$ cat config.mk
export PLATFORM = sky130hd
export DESIGN_NAME = fir_decimator
export DESIGN_NICKNAME = d
export VERILOG_FILES = /design/src/rtl/fir_pkg.sv /design/src/rtl/fir_fifo.sv /design/src/rtl/fir_decimator.sv
export SDC_FILE = /design/constraint.sdc
export NUM_CORES = 1
export LEC_CHECK = 0
export ABC_AREA = 1
export BUFFER_PORTS_ARGS = -buffer_cell sky130_fd_sc_hd__clkbuf_2
export CORE_MARGIN = 4
export CORE_UTILIZATION = 40
export CTS_BUF_LIST = sky130_fd_sc_hd__clkbuf_4 sky130_fd_sc_hd__clkbuf_8 sky130_fd_sc_hd__clkbuf_16
export CTS_CLUSTER_DIAMETER = 30
export DETAILED_ROUTE_END_ITERATION = 6
export GPL_ROUTABILITY_DRIVEN = 0
export MAX_ROUTING_LAYER = met4
export PLACE_DENSITY = 0.64
export SYNTH_ARGS = -nofsm -noshare
export SYNTH_HDL_FRONTEND = slang
export SYNTH_HIERARCHICAL = 1
export SYNTH_SLANG_ARGS = --single-unit
$ cat constraint.sdc
create_clock -name clk -period 2.7 [get_ports clk]
set_input_delay 0.27 -clock clk [delete_from_list [all_inputs] [get_ports clk]]
set_output_delay 0.27 -clock clk [all_outputs]
set_load 0.02 [all_outputs]
$ cat src/rtl/fir_pkg.sv
// -----------------------------------------------------------------------------
// fir_pkg
// Shared definitions for the FIR output decimator:
//   DATA_W       default sample / result width
//   decim_sel_t  decimation factor encoding (N = 1, 2, 4, 8)
//   state_t      window state (IDLE: no partial window, ACCUM: window open)
//   decim_last   last window count (N-1) for a given decimation setting
// -----------------------------------------------------------------------------
package fir_pkg;

   localparam int DATA_W = 8;

   typedef enum logic [1:0] {
      DECIM_1 = 2'd0,
      DECIM_2 = 2'd1,
      DECIM_4 = 2'd2,
      DECIM_8 = 2'd3
   } decim_sel_t;

   typedef enum logic {
      IDLE  = 1'b0,
      ACCUM = 1'b1
   } state_t;

   // Window count value of the final sample in a window (N-1).
   function automatic logic [2:0] decim_last(input decim_sel_t sel);
      logic [2:0] last;
      case (sel)
         DECIM_1: last = 3'd0;
         DECIM_2: last = 3'd1;
         DECIM_4: last = 3'd3;
         default: last = 3'd7;
      endcase
      return last;
   endfunction

endpackage

$ cat src/rtl/fir_fifo.sv
// -----------------------------------------------------------------------------
// fir_fifo
// Synchronous first-word-fall-through FIFO holding decimated results.
//
// Parameters
//   WIDTH   entry width
//   DEPTH   number of entries, power of two, at least 2
//
// Ports
//   clk        clock, all updates on posedge
//   reset      asynchronous active-low reset; empties the FIFO
//   push       write push_data this edge (ignored when full unless popping)
//   push_data  entry to write
//   pop        consume the head this edge (ignored when empty)
//   head_data  current head entry, forced to 0 while empty
//   full       DEPTH entries stored
//   empty      no entries stored
//   count      number of entries stored (0..DEPTH)
// -----------------------------------------------------------------------------
module fir_fifo
   import fir_pkg::*;
#(
   parameter int WIDTH = 8,
   parameter int DEPTH = 4
) (
   input  logic                     clk,
   input  logic                     reset,
   input  logic                     push,
   input  logic [WIDTH-1:0]         push_data,
   input  logic                     pop,
   output logic [WIDTH-1:0]         head_data,
   output logic                     full,
   output logic                     empty,
   output logic [$clog2(DEPTH):0]   count
);

   localparam int PTR_W = $clog2(DEPTH);
   localparam int CNT_W = PTR_W + 1;

   logic [WIDTH-1:0] mem [DEPTH];
   logic [PTR_W-1:0] wr_ptr_reg;
   logic [PTR_W-1:0] rd_ptr_reg;
   logic [CNT_W-1:0] count_reg;

   logic push_ok;
   logic pop_ok;

   assign empty  = (count_reg == '0);
   assign full   = (count_reg == CNT_W'(DEPTH));
   assign pop_ok = pop && !empty;
   // When full, a simultaneous pop frees the head slot, which is exactly the
   // slot wr_ptr points at, so the write can go ahead on the same edge.
   assign push_ok = push && (!full || pop_ok);

   // Storage carries no reset; its contents are never observed while empty.
   always_ff @(posedge clk) begin
      if (push_ok) begin
         mem[wr_ptr_reg] <= push_data;
      end
   end

   // Pointers wrap naturally because DEPTH is a power of two.
   always_ff @(posedge clk or negedge reset) begin
      if (!reset) begin
         wr_ptr_reg <= '0;
         rd_ptr_reg <= '0;
         count_reg  <= '0;
      end else begin
         if (push_ok) begin
            wr_ptr_reg <= wr_ptr_reg + PTR_W'(1);
         end
         if (pop_ok) begin
            rd_ptr_reg <= rd_ptr_reg + PTR_W'(1);
         end
         case ({push_ok, pop_ok})
            2'b10:   count_reg <= count_reg + CNT_W'(1);
            2'b01:   count_reg <= count_reg - CNT_W'(1);
            default: count_reg <= count_reg;
         endcase
      end
   end

   assign head_data = empty ? '0 : mem[rd_ptr_reg];
   assign count     = count_reg;

endmodule

$ cat src/rtl/fir_decimator.sv
// -----------------------------------------------------------------------------
// fir_decimator
// Block-average decimator for an unsigned FIR output stream. Each window of N
// accepted samples (N = 1, 2, 4, 8 from decim_sel) produces one truncated
// average, which is queued in an output FIFO with ready/valid handshake.
//
// Parameters
//   DATA_W      sample and result width
//   FIFO_DEPTH  output FIFO entries, power of two, at least 2
//
// Ports
//   clk           clock, all updates on posedge
//   reset         asynchronous active-low reset
//   in_valid      in_data carries a sample (always accepted, no backpressure)
//   in_data       unsigned input sample
//   decim_sel     decimation factor, sampled at the first sample of a window
//   out_valid     FIFO holds at least one result
//   out_data      FIFO head (0 while empty)
//   out_ready     consumer takes the head when out_valid is also 1
//   overflow      sticky flag: a result was dropped because the FIFO was full
//   overflow_clr  clears overflow on the next edge (a new drop takes priority)
//   fifo_count    number of results currently queued
// -----------------------------------------------------------------------------
module fir_decimator #(
   parameter int DATA_W     = fir_pkg::DATA_W,
   parameter int FIFO_DEPTH = 4
) (
   input  logic                          clk,
   input  logic                          reset,
   input  logic                          in_valid,
   input  logic [DATA_W-1:0]             in_data,
   input  logic [1:0]                    decim_sel,
   output logic                          out_valid,
   output logic [DATA_W-1:0]             out_data,
   input  logic                          out_ready,
   output logic                          overflow,
   input  logic                          overflow_clr,
   output logic [$clog2(FIFO_DEPTH):0]   fifo_count
);

   import fir_pkg::*;

   // Three extra bits hold the sum of up to eight full-scale samples.
   localparam int ACC_W = DATA_W + 3;

   // Window state
   state_t           state_reg;
   logic [2:0]       count_reg;
   logic [ACC_W-1:0] acc_reg;
   decim_sel_t       sel_reg;
   logic             overflow_reg;

   // Datapath / control
   decim_sel_t       sel_eff;
   logic [2:0]       last_count;
   logic             last_sample;
   logic [ACC_W-1:0] sum;
   logic [ACC_W-1:0] shifted;
   logic [DATA_W-1:0] result;

   // FIFO handshake
   logic             push;
   logic             pop;
   logic             drop;
   logic             fifo_full;
   logic             fifo_empty;
   logic [DATA_W-1:0] fifo_head;

   // ---------------------------------------------------------------------------
   // Window datapath
   // ---------------------------------------------------------------------------
   always_comb begin
      // A new window takes decim_sel live; an open window keeps its latched N
      // so mid-window changes on decim_sel are ignored.
      sel_eff     = (state_reg == IDLE) ? decim_sel_t'(decim_sel) : sel_reg;
      last_count  = decim_last(sel_eff);
      last_sample = (count_reg == last_count);
      sum         = acc_reg + ACC_W'(in_data);
      // Dividing by a power of two is a right shift; the average of DATA_W-bit
      // samples always fits back into DATA_W bits, so the slice is lossless.
      shifted     = sum >> sel_eff;
      result      = shifted[DATA_W-1:0];
   end

   // The completed window is pushed on the same edge that accepts its last
   // sample, so the result is visible one cycle later.
   assign push = in_valid && last_sample;

   // ---------------------------------------------------------------------------
   // Window FSM: IDLE means no partial window; ACCUM means count_reg > 0.
   // ---------------------------------------------------------------------------
   always_ff @(posedge clk or negedge reset) begin
      if (!reset) begin
         state_reg <= IDLE;
         count_reg <= 3'd0;
         acc_reg   <= '0;
         sel_reg   <= DECIM_1;
      end else if (in_valid) begin
         case (state_reg)
            IDLE: begin
               sel_reg <= sel_eff;
               if (last_sample) begin
                  // N = 1: every sample is a complete window.
                  state_reg <= IDLE;
                  count_reg <= 3'd0;
                  acc_reg   <= '0;
               end else begin
                  state_reg <= ACCUM;
                  count_reg <= 3'd1;
                  acc_reg   <= sum;
               end
            end
            ACCUM: begin
               if (last_sample) begin
                  state_reg <= IDLE;
                  count_reg <= 3'd0;
                  acc_reg   <= '0;
               end else begin
                  state_reg <= ACCUM;
                  count_reg <= count_reg + 3'd1;
                  acc_reg   <= sum;
               end
            end
            default: begin
               state_reg <= IDLE;
               count_reg <= 3'd0;
               acc_reg   <= '0;
            end
         endcase
      end
   end

   // ---------------------------------------------------------------------------
   // Output FIFO and overflow tracking
   // ---------------------------------------------------------------------------
   assign pop  = !fifo_empty && out_ready;
   // A full FIFO still accepts a push when the head is popped on the same edge.
   assign drop = push && fifo_full && !pop;

   fir_fifo #(
      .WIDTH (DATA_W),
      .DEPTH (FIFO_DEPTH)
   ) u_fifo (
      .clk       (clk),
      .reset     (reset),
      .push      (push),
      .push_data (result),
      .pop       (pop),
      .head_data (fifo_head),
      .full      (fifo_full),
      .empty     (fifo_empty),
      .count     (fifo_count)
   );

   // Sticky drop flag; a drop on the same edge as a clear keeps it set.
   always_ff @(posedge clk or negedge reset) begin
      if (!reset) begin
         overflow_reg <= 1'b0;
      end else if (drop) begin
         overflow_reg <= 1'b1;
      end else if (overflow_clr) begin
         overflow_reg <= 1'b0;
      end
   end

   assign out_valid = !fifo_empty;
   assign out_data  = fifo_head;
   assign overflow  = overflow_reg;

endmodule

==> flow_summary_export.csv, run 1 <==
group,metric,value,unit
placement,numPortBuffers,27,
yosys,seq_area_frac_synth,47.03,%
cells_and_area,fin_nets,493,
floorplan,die_x,99.83,um
placement,hpwl,5100,um
hold_path,worstHoldPathType,"in2reg",
clocking,insertion_delay,0.35,ns
clocking,cts_tree,"done",
global_routing,overflow,0,
timing,fmax,413.9,MHz
floorplan,core,8217,um^2
route,drt_iter0_markers,112,
global_routing,busiest_layer,"met2",
yosys,avgSynthCellArea,7.937,um^2
timing,fin_hold_ws,0.1226,ns
yosys,synth_most_common_cell,"nand2_1",
clocking,ctsRootBufferMaster,"clkbuf_8",
worst_setup_path,cp-start-kind,"flop",
global_routing,use_met3,3.892,%
worst_setup_path,crit_fanout,15,
yosys,netlist_instances,425,
power,powerDensity,1230,nW/um^2
power,p_clk_share,16.7,%
floorplan,initial_core_util,41.05,%
yosys,ys_seq_elements,57,
global_routing,grt_max_degree,26,
route,drcViolationCount,0,
yosys,async_flop_share,43.86,%
cells_and_area,utilization,46.55,%
clocking,cts_buffer_depth,2,
cells_and_area,largest_reg_flops,32,
global_routing,use_met2,25.86,%
global_routing,grt_util_met1,19.79,%
yosys,synth_area_leaders,"edfxtp_1 28%, dfrtp_1 19%, nand2_1 15%",
power,power,0.004707,W
timing,drv_slew,0,
timing,setup_viol,0,
yosys,yosysTopAreaCell,"edfxtp_1",
cells_and_area,areaGrowthSynthToFinish,13.39,%
route,first_pass_iters,4,
global_routing,grt_pass1_wl,12300,um
route,via_count,2719,
power,p_int,0.002539,W
worst_setup_path,crit_path_end_kind,"flop",
yosys,synth.top_cells.by_count,"137 x nand2_1, 78 x inv_1, 51 x nand3_1",
clocking,clkSlewWorstSetupHoldPaths,0.07,ns
yosys,synth-edff-count,32,
timing,worst_slew_pin_slew,0.7285,ns
global_routing,antenna_found_initial,0,
timing,fin_crit_sh,89.48,%
worst_setup_path,cp_data_arrival_time,2.65,ns
power,net-switching-power,0.002168,W
global_routing,track_usage,15.99,%
floorplan,pin_count,28,
clocking,h-tree-depth,3,
yosys,syn_nets,456,
cells_and_area,drive_gt1_share,13.92,%
timing,max_slew_margin,51.43,%
power,power_frac_seq,33.5,%
clocking,numCtsBuffers,9,
timing,period_minus_slack,2.416,ns
global_routing,grt_pass1_vias,2622,
route,wire_per_inst,12.29,um
worst_setup_path,crit_type,"reg2reg",
clocking,cts_num_sinks,57,
yosys,ys_types,31,
cells_and_area,design_area,3825,um^2
floorplan,die_area,9966,um^2
route,vias_per_cell,4.753,
power,vdd_drop_max,402.1,uV
route,wirelength,7030,um
worst_setup_path,required,2.94,ns
route,ant_nets,0,
power,switching_share,46.06,%
floorplan,die_h,99.83,um
timing,finClkSkew,0.01987,ns
worst_setup_path,r2r_slack,0.28,ns
power,leakage,1.982,nW
timing,rsz0062_at_grt,"no",
yosys,ys.warnings.count,6,
placement,place_area,3620,um^2
timing,setup_tns,0,ns
clocking,postCtsSetupBuffers,0,
timing,final_hold_viol_count,0,
yosys,ys.flop_type,"edfxtp_1",
yosys,synth_top_area_share,28.49,%
yosys,synth.cell_area,3373,um^2
status,status,"finished, final reports clean",
power,power_frac_comb,49.8,%
floorplan,rows,33,
job,drv_cap,0,
cells_and_area,num_antenna_cells,0,
[power by group through the flow]
| stage | clock network, W | logic (W) | registers [W] |
|---|---|---|---|
| 2_1_floorplan | 0 | 0.00183 | 0.00152 |
| 3_3_place_gp | 0 | 0.00228 | 0.00158 |
| 3_5_place_dp | 0 | 0.00235 | 0.00159 |
| 4_1_cts | 0.000806 | 0.00236 | 0.00158 |
| 5_1_grt | 0.000846 | 0.00269 | 0.00161 |
| 6_report | 0.000785 | 0.00234 | 0.00158 |
[final timing paths]
| kind | start | to | depth (start not counted) |
|---|---|---|---|
| worst max-delay path | state_reg | u_fifo/count[2] | 17 |
| worst min-delay path | overflow_clr | overflow | 2 |
| worst max register to register | state_reg | u_fifo/count[2] | 17 |
| worst min register to register | sel_reg[0] | sel_reg[0] | 2 |
| max in group asynchronous | reset | acc_reg[7] | 2 |
| min in group asynchronous | reset | acc_reg[6] | 2 |
[per-stage QoR]
stage	setup slack, ns	cells
after floorplan	0.5338	425
after global placement	0.4066	555
after detailed placement	0.3048	555
after CTS	0.2878	572
after global routing	0.03106	572
final	0.2839	572
[layout by cell type, fill, tap and decap left out, drive strengths merged]
cell and n:
clkinv 4, buf 5, o22ai 1, a21boi 1, nand2 144, nand3 53
o211ai 1, dfrtp 25, nand3b 1, fa 2, clkinvlp 2, xnor2 3
nand4 4, dlygate4sd3 1, edfxtp 32, nor2 15, inv 85, bufinv 1
xor2 2, a21oi 15, ha 14, nor3 1, o21ai 19, clkbuf 36
[cell families (layout without fill, tap and decap cells)]
| group | count (synthesis) | in the layout | share of synthesized area, % |
|---|---|---|---|
| xor+xnor | 5 | 5 | 1.298 |
| buf+inv | 92 | 134 | 11.46 |
| flops | 57 | 57 | 47.03 |
| compound gates | 37 | 37 | 5.898 |
| fa+ha+maj | 16 | 16 | 6.380 |
| simple gates | 218 | 218 | 27.93 |
[repair_timing]
action | in CTS | in global routing
hold buffers | 1 | 0
resized for setup | 0 | 0
endpoints found under the hold margin | 25 | 0
[final cells by class]
| cell class | count | area, um^2 |
|---|---|---|
| Fill cell | 822 | 4392 |
| Sequential cell | 57 | 1587 |
| Multi-Input combinational cell | 276 | 1400 |
| Inverter | 85 | 329.1 |
| Timing Repair Buffer | 33 | 182.7 |
| Tap cell | 105 | 131.4 |
| Clock buffer | 9 | 123.9 |
| Clock inverter | 7 | 71.32 |
[worst max-delay path: stages (launching register included)]
cell     delay [ns]
dfrtp_1        0.46
inv_2          0.09
nand2_2        0.08
nand2_4        0.11
inv_4          0.11
nand2_1        0.07
nand3_2        0.08
nand2_2        0.07
nand3_1        0.09
inv_1          0.08
nand2_2        0.14
ha_1           0.18
inv_1          0.07
fa_1           0.39
nand2_1        0.11
nand3_1        0.08
nand2_1        0.06
nand2_1        0.05
[layer usage]
metal,vias to the layer above,wire [um]
li1,1419,-
met1,1228,3236
met2,60,3378
met3,12,305
met4,0,109
met5,-,0
No activity file was read; power rests on OpenSTA's default activity.
==> inputs of run 2 (changes only) <==
==> constraint.sdc (replaced) <==
create_clock -name clk -period 2.7 [get_ports clk]
set_input_delay 0.27 -clock clk [delete_from_list [all_inputs] [get_ports clk]]
set_output_delay 0.27 -clock clk [all_outputs]
set_load 0.1 [all_outputs]
==> flow_summary_export.csv, run 2 (synthesis results as in run 1) <==
group,metric,value,unit
status,status,"finished, final reports clean",
global_routing,grt_pass1_vias,2629,
worst_setup_path,required,2.93,ns
route,wire_per_inst,11.84,um
clocking,ctsRootBufferMaster,"clkbuf_8",
hold_path,worstHoldPathType,"in2reg",
route,via_count,2681,
timing,fin_hold_ws,0.1232,ns
cells_and_area,areaGrowthSynthToFinish,13.02,%
floorplan,initial_core_util,41.05,%
placement,dp_cells,557,
timing,setup_viol,0,
clocking,cts_num_sinks,57,
cells_and_area,drive_gt1_share,14.29,%
clocking,numCtsBuffers,9,
cells_and_area,num_antenna_cells,0,
cells_and_area,num-fill-cells,844,
floorplan,pin_count,28,
job,drv_cap,0,
route,wirelength,6799,um
worst_setup_path,cp_data_arrival_time,2.61,ns
clocking,cts_tree,"done",
clocking,insertion_delay,0.33,ns
floorplan,die_x,99.83,um
cells_and_area,final_cell_mix,"137 x nand2_1, 78 x inv_1, 51 x nand3_1",
worst_setup_path,crit_fanout,15,
timing,period_minus_slack,2.377,ns
cells_and_area,fin_nets,495,
cells_and_area,final-instance-count-excl-fill,574,
timing,setup_tns,0,ns
timing,fmax,420.7,MHz
floorplan,die_h,99.83,um
cells_and_area,utilization,46.40,%
route,drcViolationCount,0,
global_routing,grt_pass1_wl,11960,um
cells_and_area,largest_reg_flops,32,
global_routing,overflow,0,
clocking,h-tree-depth,3,
placement,numPortBuffers,27,
clocking,postCtsSetupBuffers,0,
timing,rsz0062_at_grt,"no",
clocking,cts_buffer_depth,2,
placement,hpwl,5188,um
worst_setup_path,crit_path_end_kind,"flop",
floorplan,rows,33,
route,drt_iter0_markers,66,
global_routing,grt_max_degree,26,
clocking,ctsHoldBuffers,1,
global_routing,track_usage,15.56,%
floorplan,die_area,9966,um^2
timing,drv_slew,0,
worst_setup_path,cp-start-kind,"flop",
clocking,cts-resized-gates,0,
timing,fin_crit_sh,88.05,%
worst_setup_path,crit_type,"reg2reg",
timing,max_slew_margin,55.69,%
cells_and_area,layout_commonest_cell,"nand2_1",
timing,worst_slew_pin_slew,0.6646,ns
floorplan,core,8217,um^2
route,vias_per_cell,4.671,
timing,finClkSkew,0.01260,ns
route,ant_nets,0,
route,first_pass_iters,4,
clocking,clkSlewWorstSetupHoldPaths,0.07,ns
global_routing,antenna_found_initial,0,
timing,final_hold_viol_count,0,
==> run 2: cell types whose count changed in the layout (fill, tap and decap cells not counted) <==
cell / previous run / this run
clkinvlp_4: 2 / 3
buf_4: 5 / 7
clkbuf_4: 0 / 1
clkinv_2: 1 / 2
clkinv_4: 2 / 0
bufinv_16: 1 / 0
==> run 2: final timing paths <==
path	start	endpoint	slack (ns)	cells after the start
setup / recovery	state_reg	u_fifo/count[2]	0.32	17
hold / removal	overflow_clr	overflow	0.12	2
setup reg to reg	state_reg	u_fifo/count[2]	0.32	17
hold reg to reg	acc_reg[3]	acc_reg[3]	0.49	2
max in group asynchronous	reset	acc_reg[7]	1.76	2
min in group asynchronous	reset	overflow	0.50	2
==> run 2: area by class of cell <==
cell class | count | area, um^2 | area share (%)
Inverter | 85 | 329.1 | 8.631
Sequential cell | 57 | 1587 | 41.61
Clock buffer | 10 | 131.4 | 3.446
Tap cell | 105 | 131.4 | 3.446
Clock inverter | 6 | 36.28 | 0.9518
Timing Repair Buffer | 35 | 197.7 | 5.185
Multi-Input combinational cell | 276 | 1400 | 36.72
==> run 2: routing by layer <==
layer,global-route usage [%],part of all wire [%]
met1,18.44,45
met2,26.22,49
met3,3.475,4.4
met4,5.252,1.1
met5,-,0
==> run 2: worst max-delay path, cell delays in order, from the launching register on <==
cell and delay (ns):
dfrtp_1 0.45, inv_2 0.08, nand2_2 0.08, nand2_4 0.11, inv_4 0.11, nand2_1 0.07, nand3_2 0.08, nand2_2 0.06
nand3_1 0.09, inv_1 0.08, nand2_2 0.13, ha_1 0.19, inv_1 0.07, fa_1 0.38, nand2_1 0.10, nand3_1 0.08
nand2_1 0.06, nand2_1 0.04
==> run 2: metrics by stage <==
step / instance area (um^2) / setup slack, ns
3_3_place_gp: 3635 / 0.4085
6_report: 3812 / 0.3228
5_1_grt: 3812 / 0.09636
4_1_cts: 3812 / 0.3022
2_1_floorplan: 3373 / -0.3574
3_5_place_dp: 3635 / 0.2984
Power of run 2 is left out: the tool's default activity adds up to more than one toggle a clock period on the data nets, which glitch-free logic cannot reach.
==> inputs of run 3 (changes only) <==
Settings changed: ABC_AREA 1 to not set.
==> flow_summary_export.csv, run 3 <==
group,metric,value,unit
worst_setup_path,critical_path.top_delay_family,"compound AO/OA/AOI/OAI gates",
yosys,synth_area_leaders,"edfxtp_1 30%, dfrtp_1 20%, mux4_2 5.7%",
worst_setup_path,cp-start-kind,"flop",
yosys,synth_top_area_share,30.26,%
yosys,synth_most_common_cell,"edfxtp_1",
worst_setup_path,max_stage_delay,0.41,ns
cells_and_area,areaGrowthSynthToFinish,18.16,%
yosys,ys.warnings.count,6,
placement,hpwl,4504,um
yosys,netlist_instances,259,
cells_and_area,utilization,48.56,%
clocking,ctsRootBufferMaster,"clkbuf_8",
cells_and_area,final_cell_mix,"32 x edfxtp_1, 27 x clkbuf_2, 21 x dfrtp_1",
yosys,synth-edff-count,32,
cells_and_area,num_antenna_cells,0,
clocking,insertion_delay,0.34,ns
worst_setup_path,cp_slowest_cell,"fa_1",
timing,setup_viol,0,
yosys,synth.cell_area,3176,um^2
global_routing,grt_pass1_vias,2101,
worst_setup_path,crit_buf_inv,0,
hold_path,worstHoldPathType,"in2reg",
timing,drv_slew,0,
clocking,numCtsBuffers,9,
timing,rsz0062_at_grt,"yes",
timing,finClkSkew,0.009598,ns
yosys,yosysTopAreaCell,"edfxtp_1",
timing,final_hold_viol_count,0,
job,drv_cap,0,
placement,numPortBuffers,27,
status,status,"finished, final reports clean",
worst_setup_path,crit_fanout,9,
route,wirelength,6393,um
floorplan,die_x,97.10,um
floorplan,initial_core_util,41.09,%
cells_and_area,layout_commonest_cell,"edfxtp_1",
yosys,syn_nets,290,
timing,max_slew_margin,56.80,%
floorplan,core,7727,um^2
route,vias_per_cell,5.160,
clocking,cts_num_sinks,57,
worst_setup_path,cp_data_arrival_time,2.65,ns
yosys,ys_seq_elements,57,
worst_setup_path,crit_type,"reg2reg",
timing,fin_crit_sh,96.51,%
worst_setup_path,crit_path_end_kind,"flop",
clocking,clkSlewWorstSetupHoldPaths,0.07,ns
route,ant_nets,0,
yosys,ys.flop_type,"edfxtp_1",
route,drcViolationCount,0,
cells_and_area,drive_gt1_share,30.36,%
clocking,h-tree-depth,3,
yosys,seq_area_frac_synth,49.96,%
clocking,cts_buffer_depth,2,
floorplan,die_h,97.10,um
floorplan,pin_count,28,
floorplan,rows,32,
worst_setup_path,required,2.74,ns
global_routing,grt_max_degree,26,
route,via_count,2090,
cells_and_area,fin_nets,329,
route,wire_per_inst,15.79,um
global_routing,track_usage,14.42,%
cells_and_area,largest_reg_flops,32,
worst_setup_path,path_cells,"ha_1, fa_1, a21o_1, a221oi_4, o21ai_4, o21ai_0, o41a_1, o311ai_2",
route,drt_iter0_markers,72,
yosys,ys_types,50,
timing,worst_slew_pin_slew,0.6480,ns
route,first_pass_iters,4,
timing,fmax,383.8,MHz
timing,period_minus_slack,2.606,ns
clocking,cts_tree,"done",
floorplan,die_area,9428,um^2
global_routing,overflow,0,
yosys,avgSynthCellArea,12.26,um^2
global_routing,grt_pass1_wl,10460,um
global_routing,antenna_found_initial,0,
yosys,synth.top_cells.by_count,"32 x edfxtp_1, 25 x dfrtp_1, 19 x nand2_1",
yosys,async_flop_share,43.86,%
-- run 3: cell types whose count changed after synthesis, moves of 5 or more --
cell	change
a21o_1	+5
nand2_1	-118
mux4_2	+8
o2bb2ai_1	+9
mux2i_1	+10
nand3_1	-45
clkbuf_1	+7
xnor2_1	+5
and2_1	+11
inv_1	-62
-- run 3: final cells by class --
cell class / instances / area, um^2
tap: 102 / 127.6
sequential: 57 / 1594
inverter: 16 / 60.06
clock buffer: 9 / 123.9
fill: 686 / 3975
timing repair buffer: 40 / 235.2
clock inverter: 7 / 71.32
multi-input combinational: 174 / 1540
-- run 3: path summary, 6_finish.rpt --
kind	slack [ns]	start	cells after the start	end
worst min register to register	0.50	acc_reg[7]	1	acc_reg[7]
worst max-delay path	0.09	acc_reg[0]	8	u_fifo/mem[3][6]
worst min-delay path	0.21	decim_sel[1]	2	sel_reg[1]
min in group asynchronous	0.48	reset	2	count_reg[1]
worst max register to register	0.09	acc_reg[0]	8	u_fifo/mem[3][6]
max in group asynchronous	1.74	reset	2	u_fifo/count[0]
-- run 3: per-stage QoR --
stage | TNS, ns | instances | area (um^2) | setup slack, ns | hold WS, ns
floorplan | 0 | 259 | 3196 | 0.02309 | -0.02559
global placement | 0 | 385 | 3453 | 0.1531 | 0.3251
detailed placement | 0 | 385 | 3453 | 0.08551 | 0.3314
CTS | 0 | 402 | 3659 | 0.06698 | 0.1917
global route | -0.1757 | 405 | 3752 | -0.03615 | 0.2147
finish | 0 | 405 | 3752 | 0.09431 | 0.2059
-- run 3: cell families after synthesis --
kind of cell | after synthesis | synth area share, %
and+or+nand+nor | 65 | 10.64
DFF | 57 | 49.96
AOI/OAI and AO/OA | 55 | 13.20
buffers and inverters | 28 | 3.861
muxes | 25 | 11.74
adders and majority gates | 16 | 6.777
xor gates and xnor gates | 13 | 3.822
-- run 3: timing repair --
item                                    4_1_cts  5_1_grt
endpoints found under the setup margin        0       22
hold buffers                                  1        0
endpoints found under the hold margin        25        0
gates resized for setup                       0       11
setup buffers                                 0        3
-- run 3: metal layers --
metal / vias up / track usage, % / part of all wire (%)
li1: 1038 / - / -
met1: 1004 / 18.65 / 47
met2: 39 / 22.24 / 48
met3: 9 / 3.661 / 3.6
met4: 0 / 4.860 / 1.3
met5: - / - / 0
-- run 3: worst register-to-register path, delay by kind of cell (launching register included) --
| kind | cells | cell delay (ns) |
|---|---|---|
| AOI/OAI and AO/OA | 6 | 1.30 |
| DFF | 1 | 0.39 |
| adders and majority gates | 2 | 0.63 |
Power of run 3 is left out for the same reason.
